<file path="src/rtl/x_top.sv">
// x_top: PS/2-keyboard hex calculator with a 16-entry register file,
// a multiplexed 4-digit seven-segment display and an 8-bit GPO port.
module x_regf #(
    parameter int DATA_W      = 32,
    parameter int REGF_ADDR_W = 4
) (
    input  logic                   clk,
    input  logic                   rst,
    input  logic                   we,
    input  logic [5:0][DATA_W-1:0] wdata,
    output logic [5:0][DATA_W-1:0] rdata
);
    localparam int N = 2 ** REGF_ADDR_W;
    logic [DATA_W-1:0] reg_1 [0:N-1];
    always_ff @(posedge clk) begin
        for (int k = 0; k < 6; k++)
            if (rst) reg_1[k] <= '0;
            else if (we) reg_1[k] <= wdata[k];
        for (int k = 6; k < N; k++)
            reg_1[k] <= '0;
    end
    for (genvar g = 0; g < 6; g++) assign rdata[g] = reg_1[g];
endmodule

module x_top #(
    parameter int DATA_W      = 32,
    parameter int REGF_ADDR_W = 4,
    parameter int REFRESH_W   = 16
) (
    input  logic        clk,
    input  logic        rst,
    input  logic        ps2_clk,
    input  logic        ps2_data,
    output logic        push_AC,
    output logic        push_C,
    output logic [11:0] disp_ctrl,
    output logic [7:0]  gpo_out
);
    typedef enum logic [1:0] {IDLE, DATA, PAR, STOP} rx_state_t;
    rx_state_t state;
    logic [1:0] clk_sync, dat_sync;
    logic clk_prev, fall, par, rx_valid, make;
    logic [2:0] bit_cnt;
    logic [7:0] shift;
    logic [4:0] hex;
    logic [DATA_W-1:0] applied;
    logic [5:0][DATA_W-1:0] cur, nxt;
    logic [REFRESH_W-1:0] refresh;
    logic [1:0] sel;
    logic [15:0] shown;
    logic [3:0] nib;

    function automatic logic [4:0] hex_of(input logic [7:0] c);
        case (c)
            8'h45: return 5'h10;  8'h16: return 5'h11;  8'h1E: return 5'h12;  8'h26: return 5'h13;
            8'h25: return 5'h14;  8'h2E: return 5'h15;  8'h36: return 5'h16;  8'h3D: return 5'h17;
            8'h3E: return 5'h18;  8'h46: return 5'h19;  8'h1C: return 5'h1A;  8'h32: return 5'h1B;
            8'h21: return 5'h1C;  8'h23: return 5'h1D;  8'h24: return 5'h1E;  8'h2B: return 5'h1F;
            default: return 5'h00;
        endcase
    endfunction

    function automatic logic [7:0] seg_of(input logic [3:0] n);
        case (n)
            4'h0: return 8'hC0;  4'h1: return 8'hF9;  4'h2: return 8'hA4;  4'h3: return 8'hB0;
            4'h4: return 8'h99;  4'h5: return 8'h92;  4'h6: return 8'h82;  4'h7: return 8'hF8;
            4'h8: return 8'h80;  4'h9: return 8'h90;  4'hA: return 8'h88;  4'hB: return 8'h83;
            4'hC: return 8'hC6;  4'hD: return 8'hA1;  4'hE: return 8'h86;  default: return 8'h8E;
        endcase
    endfunction

    assign fall = clk_prev & ~clk_sync[1];

    always_ff @(posedge clk) begin
        if (rst) begin
            clk_sync <= 2'b11;
            dat_sync <= 2'b11;
            clk_prev <= 1'b1;
            state    <= IDLE;
            bit_cnt  <= '0;
            shift    <= '0;
            par      <= 1'b0;
            rx_valid <= 1'b0;
        end else begin
            clk_sync <= {clk_sync[0], ps2_clk};
            dat_sync <= {dat_sync[0], ps2_data};
            clk_prev <= clk_sync[1];
            rx_valid <= 1'b0;
            if (fall)
                case (state)
                    IDLE: if (!dat_sync[1]) begin
                        state   <= DATA;
                        bit_cnt <= '0;
                    end
                    DATA: begin
                        shift   <= {dat_sync[1], shift[7:1]};
                        bit_cnt <= bit_cnt + 1'b1;
                        if (bit_cnt == 3'd7) state <= PAR;
                    end
                    PAR: begin
                        par   <= dat_sync[1];
                        state <= STOP;
                    end
                    default: begin
                        rx_valid <= dat_sync[1] & ^{shift, par};
                        state    <= IDLE;
                    end
                endcase
        end
    end

    // r0 = {.., show_acc, prefix_E0, prefix_F0}; a byte following F0 is a break code
    always_comb begin
        nxt     = cur;
        make    = 1'b0;
        hex     = hex_of(shift);
        applied = cur[3] == DATA_W'(1) ? cur[2] + cur[1] : cur[3] == DATA_W'(2) ? cur[2] - cur[1] : cur[1];
        if (cur[0][0]) nxt[0][1:0] = 2'b00;
        else if (shift == 8'hF0) nxt[0][1:0] = 2'b01;
        else if (shift == 8'hE0) nxt[0][1:0] = 2'b10;
        else begin
            make        = 1'b1;
            nxt[0][1:0] = 2'b00;
            nxt[4]      = DATA_W'(shift);
            nxt[5]      = cur[5] + DATA_W'(1);
            if (hex[4]) begin
                nxt[1]    = {cur[1][DATA_W-5:0], hex[3:0]};
                nxt[0][2] = 1'b0;
            end else if (shift == 8'h79 || shift == 8'h7B || shift == 8'h5A) begin
                nxt[2]    = applied;
                nxt[3]    = shift == 8'h79 ? DATA_W'(1) : shift == 8'h7B ? DATA_W'(2) : '0;
                nxt[1]    = '0;
                nxt[0][2] = 1'b1;
            end else if (shift == 8'h76) begin
                nxt[0] = '0;
                nxt[1] = '0;
                nxt[2] = '0;
                nxt[3] = '0;
            end else if (shift == 8'h66) begin
                nxt[1]    = '0;
                nxt[0][2] = 1'b0;
            end
        end
    end

    x_regf #(.DATA_W(DATA_W), .REGF_ADDR_W(REGF_ADDR_W)) regf (
        .clk   (clk),
        .rst   (rst),
        .we    (rx_valid),
        .wdata (nxt),
        .rdata (cur)
    );

    always_ff @(posedge clk) begin
        if (rst) begin
            push_AC <= 1'b0;
            push_C  <= 1'b0;
            refresh <= '0;
        end else begin
            push_AC <= rx_valid & make & (shift == 8'h76);
            push_C  <= rx_valid & make & (shift == 8'h66);
            refresh <= refresh + 1'b1;
        end
    end

    assign sel       = refresh[REFRESH_W-1 -: 2];
    assign shown     = cur[0][2] ? cur[2][15:0] : cur[1][15:0];
    assign nib       = shown[{sel, 2'b00} +: 4];
    assign disp_ctrl = {~(4'b0001 << sel), seg_of(nib)};
    assign gpo_out   = cur[4][7:0];
endmodule

</file>
<file path="config.mk">
export PLATFORM = sky130hd
export DESIGN_NAME = x_top
export DESIGN_NICKNAME = d
export VERILOG_FILES = /design/src/rtl/x_top.sv
export SDC_FILE = /design/constraint.sdc
export NUM_CORES = 1
export LEC_CHECK = 0
export BUFFER_PORTS_ARGS = -buffer_cell sky130_fd_sc_hd__buf_4
export CAP_MARGIN = 20
export CELL_PAD_IN_SITES_DETAIL_PLACEMENT = 1
export CELL_PAD_IN_SITES_GLOBAL_PLACEMENT = 1
export CORE_ASPECT_RATIO = 0.75
export CORE_UTILIZATION = 35
export DETAILED_ROUTE_END_ITERATION = 6
export HOLD_SLACK_MARGIN = 0.15
export PLACE_DENSITY_LB_ADDON = 0.15
export SYNTH_ARGS = -nofsm -noshare
export SYNTH_HDL_FRONTEND = slang
export SYNTH_HIERARCHICAL = 1
export SYNTH_SLANG_ARGS = --single-unit
</file>
<file path="constraint.sdc">
create_clock -name clk -period 6.9 [get_ports clk]
set_input_delay 0.345 -clock clk [delete_from_list [all_inputs] [get_ports clk]]
set_output_delay 0.345 -clock clk [all_outputs]
set_load 0.01 [all_outputs]
</file>
==> parameters.txt, run 1 <==
Parameter                              Value

Flow run
  Number of max-cap violations ... 0

Global routing
  Number of antenna violations at the first check in global routing ... 0
  Global-route wire length before repair ... 36.3 mm
  Gr usage total ... 19.5%
  Vias in the first global route ... 6555
  Global route total overflow ... 0
  Largest net degree at the start of global routing ... 113

Synthesis
  Yosys Warn Count ... 6
  Average size of a mapped cell ... 9.17 um^2
  Cells after synthesis ... 878
  Summed instance area of the synthesized netlist ... 0.00805 mm^2
  Nets in the synthesized netlist ... 928

Floorplanning
  Floorplan die width ... 177 um
  Number of primary I/O pins ... 26
  Standard-cell row count ... 47
  Effective utilization at floorplan ... 36.1%
  Total die area ... 0.0236 mm^2
  Core Region ... 0.0223 mm^2
  Die height ... 133 um

Cells and area
  Nets@finish ... 881
  Fraction of final layout cells with drive strength greater than 1 ... 12.0%
  Relative area change from synthesis to final layout ... 5.93%
  Number of antenna repair diodes ... 0
  Filler instances ... 2540
  Post-layout instance count excluding filler cells ... 1130

Clocking
  Sink count of the clock tree ... 112
  Post-CTS resize count ... 0
  TritonCTS clock tree ... done
  Buffers inserted by post-CTS timing repair ... 0
  Buffer levels on the longest clock path ... 2
  Cell chosen for the clock root ... clkbuf_16
  Clock edge transition at the registers on the reported setup and hold paths ... 90 ps
  Count of hold-fix buffers inserted at cts ... 1
  Cts bufs inserted ... 9
  Clock latency on the worst-skew pair ... 360 ps
  Max H-tree Level ... 3

Min path
  Type of the most critical hold path ... input port to flop
  Hold-critical path endpoint ... clk_sync[0]$_SDFF_PP1_
  Number of cells on the worst hold path ... 2
  Startpoint of the worst hold path ... ps2_clk

Drt
  Total vias in the final route ... 6360
  Vias per std cell ... 5.63
  Violation count after the first detailed-routing iteration ... 483
  Final WL ... 22.3 mm
  Remaining antenna violation count after routing ... 0
  Total iterations of the first detailed-routing run ... 5
  DRC viols ... 0
  Drt wl/cell ... 19.8 um

Critical path
  Worst flop-to-flop path endpoint ... regf/reg_1[0][77]$_SDFFCE_PN0P_
  Req. time, crit path ... 6550 ps
  Critical path buffers and inverters ... 2
  CP top delay family ... multiplexers
  CP startpoint kind ... flop
  Largest stage delay on the critical path ... 780 ps
  Kind of end point of the critical path ... output port
  Data arrival time of the critical path ... 3320 ps
  Slack of the worst reg-to-reg path ... 3350 ps
  Launching point of the worst reg2reg path ... regf/reg_1[0][33]$_SDFFCE_PN0P_
  Category of the critical setup timing path ... flop to output port
  Cell at the slowest stage of the critical path ... dfxtp_1
  Number of cells traversed by the worst register-to-register path ... 12
  Cells along the critical path ... mux4_2, mux2i_1, inv_1, ha_1, nand2b_1, a21boi_0, o21ai_0, buf_4
  Largest fanout on the critical path ... 15

STA
  Maximum clock rate ... 0.273 GHz
  Worst relative slew slack ... 32.9%
  Slew Limit Fails ... 0
  Setup repair after global routing missed its margin ... no
  Worst Max-Slew Pin Slew ... 1010 ps
  Number of hold violations in the final report ... 0
  Min Hold Slack ... 169 ps
  Shortest clock period the worst path allows after layout ... 3660 ps
  Total negative slack ... 0 ps
  Post-route clock skew ... 10.5 ps
  Final setup violation count ... 0
  Final cycle utilization of the critical path ... 53.1%

Placement
  HPWL Detailed ... 15.1 mm
  Cell Count Post-Placement ... 1112
  Total of buffers placed on input and output ports ... 24
  Routability Congestion ... 0.876

Power and ir drop
  Peak ir drop on the vdd network ... 0.120 mV
  Leakage dissipation ... 3.46 nW
  Post-layout power ... 0.00145 W
  Power per cell area ... 170 mW/mm^2

Run status
  Outcome ... finished, final reports clean
[power breakdown]
part | switching, W | leakage, nW | internal [W]
Combinational | 0.0000884 | 2.24 | 0.0000612
Clock | 0.000288 | 0.150 | 0.000262
Sequential | 0.0000213 | 1.07 | 0.000730
Total | 0.000398 | 3.46 | 0.00105
[per-stage QoR]
step	utilization (%)	instance area (um^2)	setup slack, ps
after global placement	36.7	8190	3500
after detailed placement	36.7	8190	3360
after floorplan	-	8050	3870
final	38.3	8530	3240
after CTS	38.2	8500	3200
after global routing	38.3	8530	2920
[layout by cell type, fill, tap and decap left out, types with 7 or more instances in the layout]
cell	n
buf_4	29
and3b_2	24
mux2i_1	7
xnor2_1	9
a22o_1	25
a221oi_1	13
mux4_2	8
ha_1	44
a22oi_1	10
edfxtp_1	74
dfxtp_1	37
or3_1	10
nand4_1	7
inv_1	46
nor2_1	68
nor3_1	14
nand3_1	19
and2_1	32
and3b_1	50
o21ai_0	37
nor2b_1	12
o22ai_1	11
or2_2	8
nor4_1	11
clkbuf_16	9
nand2_1	71
nand2b_1	8
a21oi_1	46
xor2_1	10
[registers in the layout, indices dropped and copies added (netlist names)]
name / count
push_C: 1
bit_cnt: 3
refresh: 16
regf/reg_1: 74
par: 1
rx_valid: 1
shift: 8
clk_sync: 2
push_AC: 1
dat_sync: 2
state: 2
clk_prev: 1
[worst max-delay path by stage]
stage | endpoint | cells after the start | slack (ps) | from
final | disp_ctrl[6] | 8 | 3240 | refresh[14]$_SDFF_PP0_
after global routing | disp_ctrl[5] | 8 | 2920 | refresh[14]$_SDFF_PP0_
after CTS | disp_ctrl[5] | 8 | 3200 | refresh[14]$_SDFF_PP0_
after detailed placement | regf/reg_1[0][77]$_SDFFCE_PN0P_ | 12 | 3360 | regf/reg_1[0][33]$_SDFFCE_PN0P_
after global placement | regf/reg_1[0][79]$_SDFFCE_PN0P_ | 11 | 3500 | regf/reg_1[0][34]$_SDFFCE_PN0P_
after floorplan | regf/reg_1[0][77]$_SDFFCE_PN0P_ | 12 | 3870 | regf/reg_1[0][38]$_SDFFCE_PN0P_
[layout make-up]
type / count / area (um^2) / area share (%)
tap: 294 / 368 / 4.31
sequential: 112 / 2980 / 35.0
clock inverter: 7 / 81.3 / 0.953
multi-input combinational: 630 / 4440 / 52.1
clock buffer: 9 / 225 / 2.64
timing repair buffer: 31 / 255 / 2.99
inverter: 47 / 176 / 2.07
[metal layers]
layer,track usage [%],wire length [um]
met4,3.35,189
met2,31.3,10200
met5,0,0
met1,28.0,11300
met3,2.60,631
Power figures use the tool's default switching activity.
==> run 2, diff against run 1 <==
- ABC_AREA: default -> 1
- clock period: 6.9 -> 3.3 ns (I/O delays scaled with it)
==> parameters.txt, run 2 <==
Parameter                              Value

Run status
  Outcome ... finished, final reports clean

Drt
  Vias per std cell ... 4.90 (-13%)
  Drt wl/cell ... 16.7 um (-16%)
  Final WL ... 26.2 mm (+17%)
  Remaining antenna violation count after routing ... 0 (unchanged)
  Total iterations of the first detailed-routing run ... 4 (-1)
  Violation count after the first detailed-routing iteration ... 467 (-3.3%)
  Total vias in the final route ... 7711 (+21%)
  DRC viols ... 0 (unchanged)

Clocking
  Buffer levels on the longest clock path ... 2 (unchanged)
  Max H-tree Level ... 3 (unchanged)
  TritonCTS clock tree ... done
  Cell chosen for the clock root ... clkbuf_16
  Sink count of the clock tree ... 112 (unchanged)
  Cts bufs inserted ... 9 (unchanged)
  Clock edge transition at the registers on the reported setup and hold paths ... 80 ps (about the same)
  Clock latency on the worst-skew pair ... 370 ps (about the same)

STA
  Min Hold Slack ... 414 ps (+245 ps)
  Worst Max-Slew Pin Slew ... 819 ps (-187 ps)
  Final cycle utilization of the critical path ... 96.1%
  Worst relative slew slack ... 45.2% (+12 points)
  Maximum clock rate ... 0.315 GHz
  Shortest clock period the worst path allows after layout ... 3170 ps
  Total negative slack ... 0 ps (unchanged)
  Worst path setup slack after routing ... 128 ps (-3110 ps)
  Final setup violation count ... 0 (unchanged)
  Setup repair after global routing missed its margin ... no
  Post-route clock skew ... 8.18 ps (-2.33 ps)
  Slew Limit Fails ... 0 (unchanged)
  Number of hold violations in the final report ... 0 (unchanged)

Placement
  HPWL Detailed ... 19.9 mm (+32%)
  Placement Setup Slack ... 266 ps (-3100 ps)
  Total of buffers placed on input and output ports ... 24 (unchanged)
  Cell Count Post-Placement ... 1554 (+40%)
  Routability Congestion ... 0.891 (+1.7%)

Cells and area
  Commonest non-fill, non-tap cell in the layout ... nand2_1
  Largest Register ... regf/reg_1
  Flip-flop count of the largest register after layout ... 74 (unchanged)
  Fraction of final layout cells with drive strength greater than 1 ... 7.02% (-4.9 points)
  Highest-count cells in the layout ignoring fill and taps ... nand2_1, inv_1, nor2_1, a21oi_1, edfxtp_1
  Filler instances ... 3109 (+22%)
  Util after Layout ... 38.5% (+0.17 points)
  Nets@finish ... 1313 (+49%)
  Post-layout instance count excluding filler cells ... 1574 (+39%)
  Number of antenna repair diodes ... 0 (unchanged)
  Top Registers ... regf/reg_1: 74 flops, refresh: 16 flops, shift: 8 flops
  Relative area change from synthesis to final layout ... 8.03%

Power and ir drop
  Leakage dissipation ... 4.34 nW (+25%)
  Peak ir drop on the vdd network ... 0.362 mV (+200%)
  Power per cell area ... 335 mW/mm^2 (+97%)

Flow run
  Number of max-cap violations ... 0 (unchanged)

Floorplanning
  Number of primary I/O pins ... 26 (unchanged)
  Standard-cell row count ... 49 (+4.3%)
  Effective utilization at floorplan ... 35.6% (-0.54 points)
  Die height ... 137 um (+2.8%)
  Floorplan die width ... 182 um (+2.8%)
  Total die area ... 0.0250 mm^2 (+5.6%)
  Core Region ... 0.0239 mm^2 (+7.3%)

Synthesis
  Summed instance area of the synthesized netlist ... 0.00851 mm^2 (+5.7%)
  Nets in the synthesized netlist ... 1319 (+42%)
  Cells after synthesis ... 1269 (+45%)
  Average size of a mapped cell ... 6.71 um^2 (-27%)
  Yosys Warn Count ... 6 (unchanged)

Critical path
  Largest fanout on the critical path ... 15 (unchanged)
  Category of the critical setup timing path ... flop to output port
  Req. time, crit path ... 3130 ps (-3420 ps)
  CP startpoint kind ... flop
  Data arrival time of the critical path ... 3010 ps (-310 ps)
  Kind of end point of the critical path ... output port

Min path
  Type of the most critical hold path ... flop to flop

Global routing
  Gr usage total ... 21.5% (+2.0 points)
  Global-route wire length before repair ... 41.2 mm (+13%)
  Global route total overflow ... 0 (unchanged)
  Largest net degree at the start of global routing ... 38 (-66%)
  Vias in the first global route ... 7531 (+15%)
  Number of antenna violations at the first check in global routing ... 0 (unchanged)
run 2: cell types whose count changed in the layout (fill, tap and decap cells not counted), moves of 10 or more:
cell | before | now
a221oi_1 | 13 | 1
and3b_1 | 50 | 0
or3_1 | 10 | 0
inv_1 | 46 | 237
a21oi_1 | 46 | 82
nor2b_1 | 12 | 0
o21ai_0 | 37 | 70
and3b_2 | 24 | 0
nand2_1 | 71 | 324
nor2_1 | 68 | 149
nand3_1 | 19 | 53
and2_1 | 32 | 4
buf_4 | 29 | 43
a22o_1 | 25 | 0
run 2: critical path, stage by stage (launching register included):
cell	delay, ps
edfxtp_1	550
clkinvlp_4	360
o21ai_0	450
nand4_1	480
inv_1	320
nand2_1	120
o21ai_0	90
nand2_1	70
nand2_1	70
buf_4	110
run 2: path summary, 6_finish.rpt:
path / start / slack (ps) / depth (start not counted) / endpoint
min reg2reg: clk_sync[0]$_SDFF_PP1_ / 410 / 1 / clk_sync[1]$_SDFF_PP1_
max: regf/reg_1[0][2]$_SDFFCE_PN0P_ / 130 / 9 / disp_ctrl[3]
min: clk_sync[0]$_SDFF_PP1_ / 410 / 1 / clk_sync[1]$_SDFF_PP1_
max reg2reg: regf/reg_1[0][107]$_SDFFCE_PN0P_ / 540 / 12 / regf/reg_1[0][76]$_SDFFCE_PN0P_
run 2: report_power, final:
group          internal (W)  switching, W
sequential          0.00153     0.0000308
combinational      0.000137      0.000275
clock              0.000527      0.000583
run 2: metal layers:
layer / vias to the layer above / GRT usage, % / wire, um
met3: 14 / 3.51 / 1060
met1: 3660 / 32.6 / 14200
met4: 0 / 4.25 / 236
met2: 103 / 31.7 / 10700
met5: - / 0 / 0
li1: 3934 / - / -
run 2: cell type report:
cell class	count	area, um^2	area share, %
flip-flops and latches	112	2980	32.4
repair buffers	46	353	3.84
multi-input cells	846	4250	46.2
well taps	306	383	4.16
clock buffers	9	225	2.45
repair inverters	1	7.51	0.0817
clock inverters	7	61.3	0.667
inverters	247	931	10.1
run 2: timing repair:
item,4_1_cts,5_1_grt
endpoints found under the hold margin,12,0
buffers inserted,0,0
gates resized for setup,3,1
setup endpoints to repair,5,7
cloned,0,1
hold buffers,3,0
run 2: through the flow:
stage	area [um^2]	power, W
after global routing	9190	0.00322
after detailed placement	8860	0.00199
after global placement	8860	0.00199
final	9190	0.00308
after CTS	9190	0.00311
after floorplan	8510	0.00186
==> run 3, diff against run 2 <==
- CORE_MARGIN: default -> 1.5
==> parameters.txt, run 3 (same netlist as run 2, synthesis figures left out) <==
Parameter                              Value

Cells and area
  Nets@finish ... 1314 (+0.076%)
  Commonest non-fill, non-tap cell in the layout ... nand2_1
  Flip-flop count of the largest register after layout ... 74 (unchanged)
  Relative area change from synthesis to final layout ... 8.25%
  Number of antenna repair diodes ... 0 (unchanged)
  Fraction of final layout cells with drive strength greater than 1 ... 7.09% (+0.073 points)
  Highest-count cells in the layout ignoring fill and taps ... nand2_1, inv_1, nor2_1, a21oi_1, edfxtp_1
  Largest Register ... regf/reg_1
  Top Registers ... regf/reg_1: 74 flops, refresh: 16 flops, shift: 8 flops

Power and ir drop
  Portion of total power attributed to combinational logic ... 13.3% (about the same)
  Peak ir drop on the vdd network ... 0.351 mV (-3.0%)
  Leakage dissipation ... 4.35 nW (+0.31%)
  Sequential share of power ... 50.4% (-0.2 points)
  Power per cell area ... 335 mW/mm^2 (+0.13%)
  Switching power ... 0.000896 W (+0.73%)
  Post-layout power ... 0.00309 W (+0.33%)
  Internal Power ... 0.00219 W (+0.17%)
  Net Sw Frac ... 29.0% (+0.11 points)
  Share of power burned in the clock network ... 36.3% (+0.3 points)

Floorplanning
  Number of primary I/O pins ... 26 (unchanged)
  Standard-cell row count ... 49 (unchanged)
  Core Region ... 0.0239 mm^2 (unchanged)
  Floorplan die width ... 183 um (+0.55%)
  Effective utilization at floorplan ... 35.6% (unchanged)
  Die height ... 138 um (+0.73%)
  Total die area ... 0.0253 mm^2 (+1.3%)

Placement
  Total of buffers placed on input and output ports ... 24 (unchanged)
  Routability Congestion ... 0.891 (about the same)
  HPWL Detailed ... 19.3 mm (-2.7%)

Global routing
  Vias in the first global route ... 7457 (-0.98%)
  Gr usage total ... 20.7% (-0.75 points)
  Number of antenna violations at the first check in global routing ... 0 (unchanged)
  Largest net degree at the start of global routing ... 54 (+42%)
  Global route total overflow ... 0 (unchanged)
  Global-route wire length before repair ... 41.1 mm (-0.37%)

Critical path
  Data arrival time of the critical path ... 2880 ps (-130 ps)
  Req. time, crit path ... 3130 ps (about the same)
  Top cell by count, worst path ... o21ai_0
  CP top delay family ... compound AO/OA/AOI/OAI gates
  Critical path buffers and inverters ... 3 (unchanged)
  Category of the critical setup timing path ... flop to output port
  Kind of end point of the critical path ... output port
  Largest fanout on the critical path ... 11 (-4)
  CP startpoint kind ... flop
  Cells along the critical path ... clkinvlp_4, o21ai_0, o21ai_0, nor2_2, inv_1, ha_1, a21oi_1, a22oi_1, buf_4
  Largest stage delay on the critical path ... 540 ps (about the same)
  Cell at the slowest stage of the critical path ... edfxtp_1
  Slack of the worst reg-to-reg path ... 510 ps (-30 ps)

STA
  Post-route clock skew ... 13.6 ps (+5.39 ps)
  Setup repair after global routing missed its margin ... no
  Final cycle utilization of the critical path ... 92.4% (-3.8 points)
  Shortest clock period the worst path allows after layout ... 3050 ps (-124 ps)
  Worst Max-Slew Pin Slew ... 1030 ps (+206 ps)
  Total negative slack ... 0 ps (unchanged)
  Worst relative slew slack ... 31.6% (-14 points)
  Slew Limit Fails ... 0 (unchanged)
  Maximum clock rate ... 0.328 GHz (+4.1%)
  Final setup violation count ... 0 (unchanged)
  Min Hold Slack ... 412 ps (-2.61 ps)
  Number of hold violations in the final report ... 0 (unchanged)

Clocking
  Clock edge transition at the registers on the reported setup and hold paths ... 80 ps (about the same)
  Buffer levels on the longest clock path ... 2 (unchanged)
  Sink count of the clock tree ... 112 (unchanged)
  Max H-tree Level ... 3 (unchanged)
  Clock latency on the worst-skew pair ... 380 ps (about the same)
  TritonCTS clock tree ... done
  Cell chosen for the clock root ... clkbuf_16
  Cts bufs inserted ... 9 (unchanged)

Run status
  Outcome ... finished, final reports clean

Drt
  Total iterations of the first detailed-routing run ... 5 (+1)
  Final WL ... 25.6 mm (-2.3%)
  Violation count after the first detailed-routing iteration ... 492 (+5.4%)
  Remaining antenna violation count after routing ... 0 (unchanged)
  Total vias in the final route ... 7565 (-1.9%)
  Drt wl/cell ... 16.3 um (-2.3%)
  Vias per std cell ... 4.80 (-2.0%)
  DRC viols ... 0 (unchanged)

Min path
  Type of the most critical hold path ... flop to flop

Flow run
  Number of max-cap violations ... 0 (unchanged)
run 3: cell types whose count changed in the layout (fill, tap and decap cells not counted), sizes merged:
| cell | before | now |
|---|---|---|
| inv | 247 | 249 |
| buf | 43 | 44 |
| clkinv | 4 | 3 |
| clkinvlp | 4 | 3 |
run 3: power by group through the flow:
| stage | registers (W) | clock network (W) | logic, W |
|---|---|---|---|
| 2_1_floorplan | 0.00158 | 0 | 0.000275 |
| 3_3_place_gp | 0.00159 | 0 | 0.000397 |
| 3_5_place_dp | 0.00159 | 0 | 0.000400 |
| 4_1_cts | 0.00156 | 0.00117 | 0.000407 |
| 5_1_grt | 0.00156 | 0.00121 | 0.000464 |
| 6_report | 0.00156 | 0.00112 | 0.000411 |
run 3: layout make-up:
type	instances	area, um^2
Fill cell	3118	14700
Multi-Input combinational cell	846	4250
Sequential cell	112	2980
Inverter	247	931
Tap cell	306	383
Timing Repair Buffer	47	373
Clock buffer	9	225
Clock inverter	7	60.1
Timing Repair inverter	1	7.51
run 3: per-layer routing:
metal | global-route usage [%] | share of wire (%) | vias up
li1 | - | - | 3937
met5 | 0 | 0 | -
met2 | 29.9 | 40 | 71
met1 | 32.8 | 57 | 3547
met4 | 3.11 | 0.61 | 0
met3 | 3.08 | 2.3 | 10
run 3: final timing paths:
check                                 startpoint                         endpoint  cells past startpoint
setup / recovery  regf/reg_1[0][2]$_SDFFCE_PN0P_                     disp_ctrl[6]                      9
hold / removal            clk_sync[0]$_SDFF_PP1_           clk_sync[1]$_SDFF_PP1_                      1
setup reg to reg           shift[1]$_SDFFE_PP0P_  regf/reg_1[0][67]$_SDFFCE_PN0P_                     13
hold reg to reg           clk_sync[0]$_SDFF_PP1_           clk_sync[1]$_SDFF_PP1_                      1
run 3: what timing repair did:
action                                  CTS  global route
resized for setup                         3             1
setup buffers                             0             5
pin swaps                                 0             1
hold buffers                              3             0
endpoints found under the hold margin    12             0
cloned                                    0             1
endpoints found under the setup margin    5             7
run 3: stage by stage:
step | utilization, % | cells | setup slack, ps | instance area [um^2]
floorplan | - | 1269 | 954 | 8510
global placement | 37.0 | 1550 | 328 | 8840
detailed placement | 37.0 | 1550 | 318 | 8840
CTS | 38.3 | 1569 | 81.6 | 9170
global route | 38.5 | 1575 | 12.6 | 9210
finish | 38.5 | 1575 | 252 | 9210
